[config.mk]
export PLATFORM = sky130hd
export DESIGN_NAME = wdt_timer_v2
export DESIGN_NICKNAME = d
export VERILOG_FILES = /design/src/rtl/wdt_timer_v2.sv
export SDC_FILE = /design/constraint.sdc
export NUM_CORES = 1
export LEC_CHECK = 0
export CAP_MARGIN = 20
export CORE_ASPECT_RATIO = 0.9
export CORE_MARGIN = 2
export CORE_UTILIZATION = 45
export CTS_CLUSTER_DIAMETER = 60
export DETAILED_ROUTE_END_ITERATION = 12
export HOLD_SLACK_MARGIN = 0.05
export PLACE_DENSITY = 0.72
export RECOVER_POWER = 100
export SLEW_MARGIN = 25
export SYNTH_ARGS = -nofsm -noshare
export SYNTH_HDL_FRONTEND = slang
export SYNTH_SLANG_ARGS = --single-unit
[constraint.sdc]
create_clock -name clock -period 2.86 [get_ports clock]
set_input_delay 0.572 -clock clock [delete_from_list [all_inputs] [get_ports clock]]
set_output_delay 0.572 -clock clock [all_outputs]
set_load 0.01 [all_outputs]
[src/rtl/wdt_timer_v2.sv]
// wdt_timer_v2: keyed, prescaled watchdog with optional warn stage, lock bit and status readback.
// Events act on their triggering edge (WDT_output/WDT_irq visible next cycle); bus accesses never stall.
module wdt_timer_v2 #(
  parameter int          CNT_WIDTH = 16,
  parameter int          PRESCALE  = 1,
  parameter int          RST_PULSE = 4,
  parameter logic [15:0] KICK_KEY  = 16'h5A5A
) (
  input  logic        clock,
  input  logic        reset,
  input  logic        Select,
  input  logic        Write_enable,
  input  logic [1:0]  Address,
  input  logic [15:0] Write_data_in,
  output logic [15:0] Read_data,
  output logic        WDT_output,
  output logic        WDT_irq
);
  localparam int PW = (PRESCALE > 1) ? $clog2(PRESCALE) : 1;
  localparam int RW = (RST_PULSE > 1) ? $clog2(RST_PULSE) : 1;

  typedef enum logic [1:0] {IDLE, COUNT, WARN, BITE} state_t;

  state_t               state, state_nxt;
  logic [CNT_WIDTH-1:0] reload, counter, cnt_nxt;
  logic [PW-1:0]        presc, presc_nxt;
  logic [RW-1:0]        pulse_cnt, pulse_nxt;
  logic                 en, mode, lock, bite_flag, key_err;
  logic                 out_nxt, irq_nxt, bite_set, key_set;
  logic                 wr_ctrl, wr_reload, wr_kick, kick_ok, kick_bad, en_clr, tick;

  assign wr_ctrl   = Select && Write_enable && (Address == 2'd0);
  assign wr_reload = Select && Write_enable && (Address == 2'd1);
  assign wr_kick   = Select && Write_enable && (Address == 2'd2);
  assign kick_ok   = wr_kick && (Write_data_in == KICK_KEY);
  assign kick_bad  = wr_kick && !kick_ok;
  assign en_clr    = wr_ctrl && !lock && !Write_data_in[0];
  assign tick      = (presc == PW'(PRESCALE - 1));

  always_comb begin
    state_nxt = state;
    cnt_nxt   = counter;
    presc_nxt = presc;
    pulse_nxt = pulse_cnt;
    out_nxt   = WDT_output;
    irq_nxt   = WDT_irq;
    bite_set  = 1'b0;
    key_set   = 1'b0;
    case (state)
      IDLE: begin
        if (wr_ctrl && !lock && Write_data_in[0]) begin
          state_nxt = COUNT;
          cnt_nxt   = reload;
          presc_nxt = '0;
        end
      end
      COUNT, WARN: begin
        if (kick_bad) begin
          key_set  = 1'b1;
          bite_set = 1'b1;
        end else if (kick_ok) begin
          state_nxt = COUNT;
          cnt_nxt   = reload;
          presc_nxt = '0;
          irq_nxt   = 1'b0;
        end else if (en_clr) begin
          state_nxt = IDLE;
          presc_nxt = '0;
          irq_nxt   = 1'b0;
        end else begin
          presc_nxt = tick ? '0 : presc + PW'(1);
          // Zero on a tick is the expiry point, so the counter never wraps.
          if (tick) begin
            if (counter != '0) begin
              cnt_nxt = counter - CNT_WIDTH'(1);
            end else if (state == COUNT && mode) begin
              state_nxt = WARN;
              cnt_nxt   = reload;
              irq_nxt   = 1'b1;
            end else begin
              bite_set = 1'b1;
            end
          end
        end
      end
      BITE: begin
        if (pulse_cnt == '0) begin
          out_nxt   = 1'b0;
          cnt_nxt   = reload;
          presc_nxt = '0;
          state_nxt = en ? COUNT : IDLE;
        end else begin
          pulse_nxt = pulse_cnt - RW'(1);
        end
      end
      default: state_nxt = IDLE;
    endcase
    if (bite_set) begin
      state_nxt = BITE;
      out_nxt   = 1'b1;
      irq_nxt   = 1'b0;
      pulse_nxt = RW'(RST_PULSE - 1);
    end
  end

  always_ff @(posedge clock or negedge reset) begin
    if (!reset) begin
      state      <= IDLE;
      counter    <= '1;
      reload     <= '1;
      presc      <= '0;
      pulse_cnt  <= '0;
      WDT_output <= 1'b0;
      WDT_irq    <= 1'b0;
      en         <= 1'b0;
      mode       <= 1'b0;
      lock       <= 1'b0;
      bite_flag  <= 1'b0;
      key_err    <= 1'b0;
    end else begin
      state      <= state_nxt;
      counter    <= cnt_nxt;
      presc      <= presc_nxt;
      pulse_cnt  <= pulse_nxt;
      WDT_output <= out_nxt;
      WDT_irq    <= irq_nxt;
      if (wr_reload) reload <= Write_data_in[CNT_WIDTH-1:0];
      // An EN clear during the reset pulse is dropped so the pulse always completes and re-arms.
      if (wr_ctrl && !lock) begin
        en   <= (state == BITE) ? (en | Write_data_in[0]) : Write_data_in[0];
        mode <= Write_data_in[1];
        lock <= Write_data_in[2];
      end
      if (bite_set) bite_flag <= 1'b1;
      else if (wr_ctrl && Write_data_in[4]) bite_flag <= 1'b0;
      if (key_set) key_err <= 1'b1;
      else if (wr_ctrl && Write_data_in[5]) key_err <= 1'b0;
    end
  end

  always_comb begin
    Read_data = '0;
    if (Select) begin
      case (Address)
        2'd0:    Read_data = {10'd0, key_err, bite_flag, state == WARN, lock, mode, en};
        2'd1:    Read_data = 16'(reload);
        2'd3:    Read_data = 16'(counter);
        default: Read_data = '0;
      endcase
    end
  end

endmodule

# After elaboration in Yosys (flattened, before gate mapping)
# Cells that the tools add are included.
# word_totals
reg_bits	44
inputBits	22
out_inout_bits	18
wordCells	127
# op_classes
n_addsub	3
eq_ne	23
mux	56
n_bitwise	1
reduce_logical	32
# op_table
cell	count
2-to-1 mux 16 bit	9
case mux 16 bit (3 select lines)	2
2-to-1 mux 1 bit	31
2-to-1 mux 2 bit	12
== test 16 x 15 -> 1 bit, second input constant	1
nonzero test 16 bit	1
subtractor 16 x 1 -> 16 bit, second input constant	1
inequality test 3 bit, second input constant	5
inequality test 5 bit, second input constant	3
logical AND 1 bit	12
AND reduction 6 bit	2
inequality test 2 bit, second input constant	5
nonzero test 2 bit	5
== test 2 bit, second input constant	4
inequality test 4 bit, second input constant	2
zero test 2 bit	3
case mux 2 bit (3 select lines)	1
AND reduction 5 bit	1
== test 2 x 1 -> 1 bit, second input constant	2
inequality test 4 x 1 -> 1 bit, second input constant	1
AND reduction 2 bit	2
nonzero test 4 bit	1
zero test 1 bit	3
case mux 1 bit (3 select lines)	1
other kinds (5)	5

# Longest topological paths before layout
# logic_depth
word_depth	11
ltp_mapped	9
ltp_nobuf	7

# Worst setup path after synthesis
# Ideal clock, no wire load.
# synth_path
path_kind	flip-flop to flip-flop
startpoint	register counter[12]
endpoint	register counter[10]
setup_time_ns	0.090
arrival_time_ns	2.315
t_required_ns	2.770
path_slack_ns	0.455
path_stages_with_launch	9
path_buffers	3
synth_period_minus_slack_ns	2.405
path_cell_list	dfstp_2 buf_2 or4_1 or4_4 buf_6 o21ai_4 a21o_4 buf_12 o211ai_2
# synth_via
elab_chain_len	7
word_cells_on_any_way	9
cone_classes	eq/ne: 1; mux: 6; reduce/logical: 2
# synth_lines
element	line	source
start, declared	25	logic [CNT_WIDTH-1:0] reload, counter, cnt_nxt;
start signal, assigned	122	counter <= cnt_nxt;
nonzero test 16 bit (*)	74	if (counter != '0) begin
2-to-1 mux 16 bit	74	
2-to-1 mux 16 bit	73	if (tick) begin
2-to-1 mux 16 bit	66	end else if (en_clr) begin
2-to-1 mux 16 bit	61	end else if (kick_ok) begin
2-to-1 mux 16 bit	58	if (kick_bad) begin
case mux 16 bit (3 select lines)	49	case (state)
# Every way passes the cells marked *; elsewhere a longest branch is shown, timed or not. The select of a mux whose other input is x is not followed.
# A chain may end at the register's enable or synchronous reset.

# Final worst setup path
# layout_path
startpoint	input Address[0]
endpoint	output Read_data[6]
# layout_via
elab_chain_len	3
word_cells_on_any_way	5
cone_classes	eq/ne: 2; mux: 2; reduce/logical: 1
# layout_lines
element	line	source
start, declared	13	input logic [1:0] Address,
== test 2 bit, or another cell as far along	144	case (Address)
case mux 16 bit (3 select lines) (*)	144	
2-to-1 mux 16 bit (*)	143	if (Select) begin
end, declared	15	output logic [15:0] Read_data,
# Every way passes the cells marked *; elsewhere a longest branch is shown, timed or not.

==> results.py <==
metrics = {
    "status": {
        "status": "complete, but fails checks",
        "violations": "capacitance limit, slew limit",
    },
    "detailed_routing": {
        "drt_iter0_drc": 184,
        "firstDrtPassIters": 4,
        "vias": 2685,
        "vias_per_cell": 5.82,
        "ant_nets": 0,
        "wl_per_cell_um": 17.4,
        "routed_wl_um": 8010,
        "drc_errors": 0,
    },
    "placed_design": {
        "dp.cells": 453,
        "dpl.hpwl_um": 6000,
        "gp_congestion": 0.875,
        "io_buffers": 39,
        "dp_slack_ns": -0.0205,
    },
    "worst_setup_path": {
        "r2r_cells": 6,
        "rr_startpoint": "counter[4]$_DFFE_PN1P_",
        "setup.worst_path.start": "Address[0]",
        "r2r-end": "counter[11]$_DFFE_PN1P_",
        "cp_slowest_cell": "dlygate4sd3_1",
        "endpoint": "Read_data[6]",
        "path_buf_inv": 3,
        "cpPeakStageDelay_ns": 0.60,
        "reg2reg_slack_ns": 0.15,
        "crit_cells": 5,
        "cp-end-kind": "output port",
        "crit_fanout": 12,
        "crit_path_start_kind": "input pin",
        "critPathRequiredTime_ns": 2.29,
        "crit_chain": "clkdlybuf4s50_1, buf_4, nand2_2, nor2_1, dlygate4sd3_1",
        "crit_arrival_ns": 2.17,
        "crit_family": "buffers and inverters",
        "worstSetupPathType": "input pin to output port",
    },
    "logic_synthesis": {
        "synthDistinctLibCells": 60,
        "syn_area_sq_um": 3140,
        "yosysWarnings": 0,
        "postSynthCellCount": 312,
        "synth_area_leaders": "dfstp_2 27%, dfrtp_1 8.8%, mux2i_1 8.0%",
        "synth_fp_nets": 342,
        "yosysTopAreaCellShare_pct": 26.7,
        "async_flop_share_pct": 100,
        "synth.avg_cell_area_sq_um": 10.1,
        "netlist_top_cells_count": "32 x dfstp_2, 25 x mux2i_1, 24 x nand2_1, 24 x nor2_1, 22 x mux2_2",
        "synth_seq_cells": 43,
        "synth.largest_area_cell": "dfstp_2",
        "yosysSeqAreaShare_pct": 35.5,
        "synth-edff-count": 0,
        "ys.flop_type": "dfstp_2",
        "yosysMostFrequentCell": "dfstp_2",
    },
    "power": {
        "total_power_mw": 3.89,
        "leakage_nw": 1.64,
        "p_per_area_nw_per_um2": 1020,
        "clock_power_share_pct": 11.0,
        "seqPwrFrac_pct": 32.1,
        "swShare_pct": 42.4,
        "peakVddDrop_uv": 694,
        "power_frac_comb_pct": 56.9,
        "p_int_mw": 2.24,
        "p_sw_mw": 1.65,
    },
    "clocking": {
        "cts_sinks": 43,
        "root_buffer": "clkbuf_8",
        "clock_latency_ns": 0.30,
        "cts_buffers": 5,
        "cts_tree": "yes",
        "cts_max_level": 2,
        "holdBufCountCts": 0,
        "clk_pin_slew_worst_paths_ns": 0.08,
        "clockBufferDepth": 2,
    },
    "timing": {
        "setup_ws_ns": 0.123,
        "worstMarginPinSlew_ns": 2.34,
        "fmax_mhz": 365,
        "slew_headroom_pct": -56.3,
        "hold_viol": 0,
        "period_share_pct": 95.7,
        "finalClockSkew_ns": 0.00786,
        "setup_viol_count_final": 0,
        "rsz0062_at_grt": "no",
        "fin_crit_ns": 2.74,
        "finalMaxSlewViolations": 44,
    },
    "grt": {
        "grt_overflow": 0,
        "grt_pass1_vias": 2707,
        "grt_max_degree": 44,
        "track_usage_pct": 21.7,
        "antenna_found_initial": 0,
        "grt_pass1_wl_um": 13500,
    },
    "layout": {
        "finalNonFillerCells": 461,
        "antenna_cells": 0,
        "area_delta_synth_final_pct": 21.5,
        "drive_gt1_share_pct": 29.1,
        "post-route-util_pct": 57.4,
        "fillers": 627,
        "fin_nets": 400,
    },
    "floorplan": {
        "start_util_pct": 47.2,
        "ios": 40,
        "die_w_um": 92.1,
        "core_sq_um": 6660,
        "fp.dieH_um": 83.3,
        "dieArea_sq_um": 7670,
        "rows": 28,
    },
    "worst_hold_path": {
        "hp-class": "register to register",
        "whs_path_depth": 1,
    },
    "flow_run": {
        "maxCapViolations": 1,
    },
}
-- worst reg2reg max path: stages (launching register included) --
cell and delay [ns]:
dfstp_1 0.47, or4_1 0.67, or4_4 0.59, o21ai_4 0.30, clkbuf_2 0.28, a221oi_1 0.13
o22ai_1 0.20
-- cell type report --
class / count / area [sq um] / share of cell area [%]
inverters: 16 / 60.1 / 1.57
clock buffers: 8 / 100 / 2.62
repair buffers: 74 / 627 / 16.4
well taps: 90 / 113 / 2.95
flip-flops and latches: 43 / 1120 / 29.2
multi-input cells: 230 / 1810 / 47.2
-- state kept, by name (all words and copies together) (netlist names), 2 cells and up --
signal	flops
pulse_cnt	2
reload	16
counter	16
state	2
-- layout by cell type (no fill, tap or decap), types with 10 or more instances in the layout --
cell / instances
dfrtp_1: 11
clkdlybuf4s50_1: 23
nor2_1: 23
o211ai_1: 10
inv_1: 16
mux2i_1: 24
mux2_2: 22
nand2_1: 23
a22oi_1: 10
dfstp_2: 31
buf_4: 24
-- power groups by stage --
stage / logic [mW] / clock network [mW] / registers [mW]
4_1_cts: 2.34 / 0.441 / 1.24
3_5_place_dp: 2.33 / 0 / 1.25
5_1_grt: 2.41 / 0.467 / 1.28
3_3_place_gp: 2.28 / 0 / 1.24
6_report: 2.21 / 0.428 / 1.25
2_1_floorplan: 1.83 / 0 / 1.12
-- through the flow --
step | area, sq um | TNS, ns | hold WS, ns
finish | 3820 | 0 | 0.482
global route | 3820 | 0 | 0.511
CTS | 3880 | -0.00103 | 0.456
detailed placement | 3780 | -0.0540 | 0.469
global placement | 3780 | -0.00429 | 0.463
floorplan | 3140 | 0 | 0.276
-- cell families (layout without fill, tap and decap cells) --
family          Yosys count  in the layout  share of synthesized area [%]
compound gates           73             73                           21.7
fa+ha+maj                 8              8                           3.18
simple gates            101            101                           17.2
buf+inv                  39             98                           6.33
flops                    43             43                           35.5
xor+xnor                  1              1                          0.279
mux                      47             47                           15.8
-- layer usage --
layer,global-route usage (%),routed length (um),vias to the layer above
li1,-,-,1274
met1,30.0,3710,1321
met2,35.6,3770,75
met3,3.27,373,15
met4,5.56,157,0
met5,0,0,-
-- worst min path at each step --
stage	start	end	slack [ns]
2_1_floorplan	reset	WDT_irq$_DFFE_PN0P_	0.28
3_3_place_gp	key_err$_DFFE_PN0P_	key_err$_DFFE_PN0P_	0.46
3_5_place_dp	bite_flag$_DFFE_PN0P_	bite_flag$_DFFE_PN0P_	0.47
4_1_cts	reset	en$_DFFE_PN0N_	0.46
5_1_grt	bite_flag$_DFFE_PN0P_	bite_flag$_DFFE_PN0P_	0.51
6_report	key_err$_DFFE_PN0P_	key_err$_DFFE_PN0P_	0.48
-- repair_timing --
| action | 4_1_cts | 5_1_grt |
|---|---|---|
| endpoints found under the setup margin | 6 | 14 |
| buffers inserted | 0 | 0 |
| gates cloned | 0 | 0 |
| gates resized for setup | 4 | 8 |
Note: power is estimated with default switching activity, not from simulation.
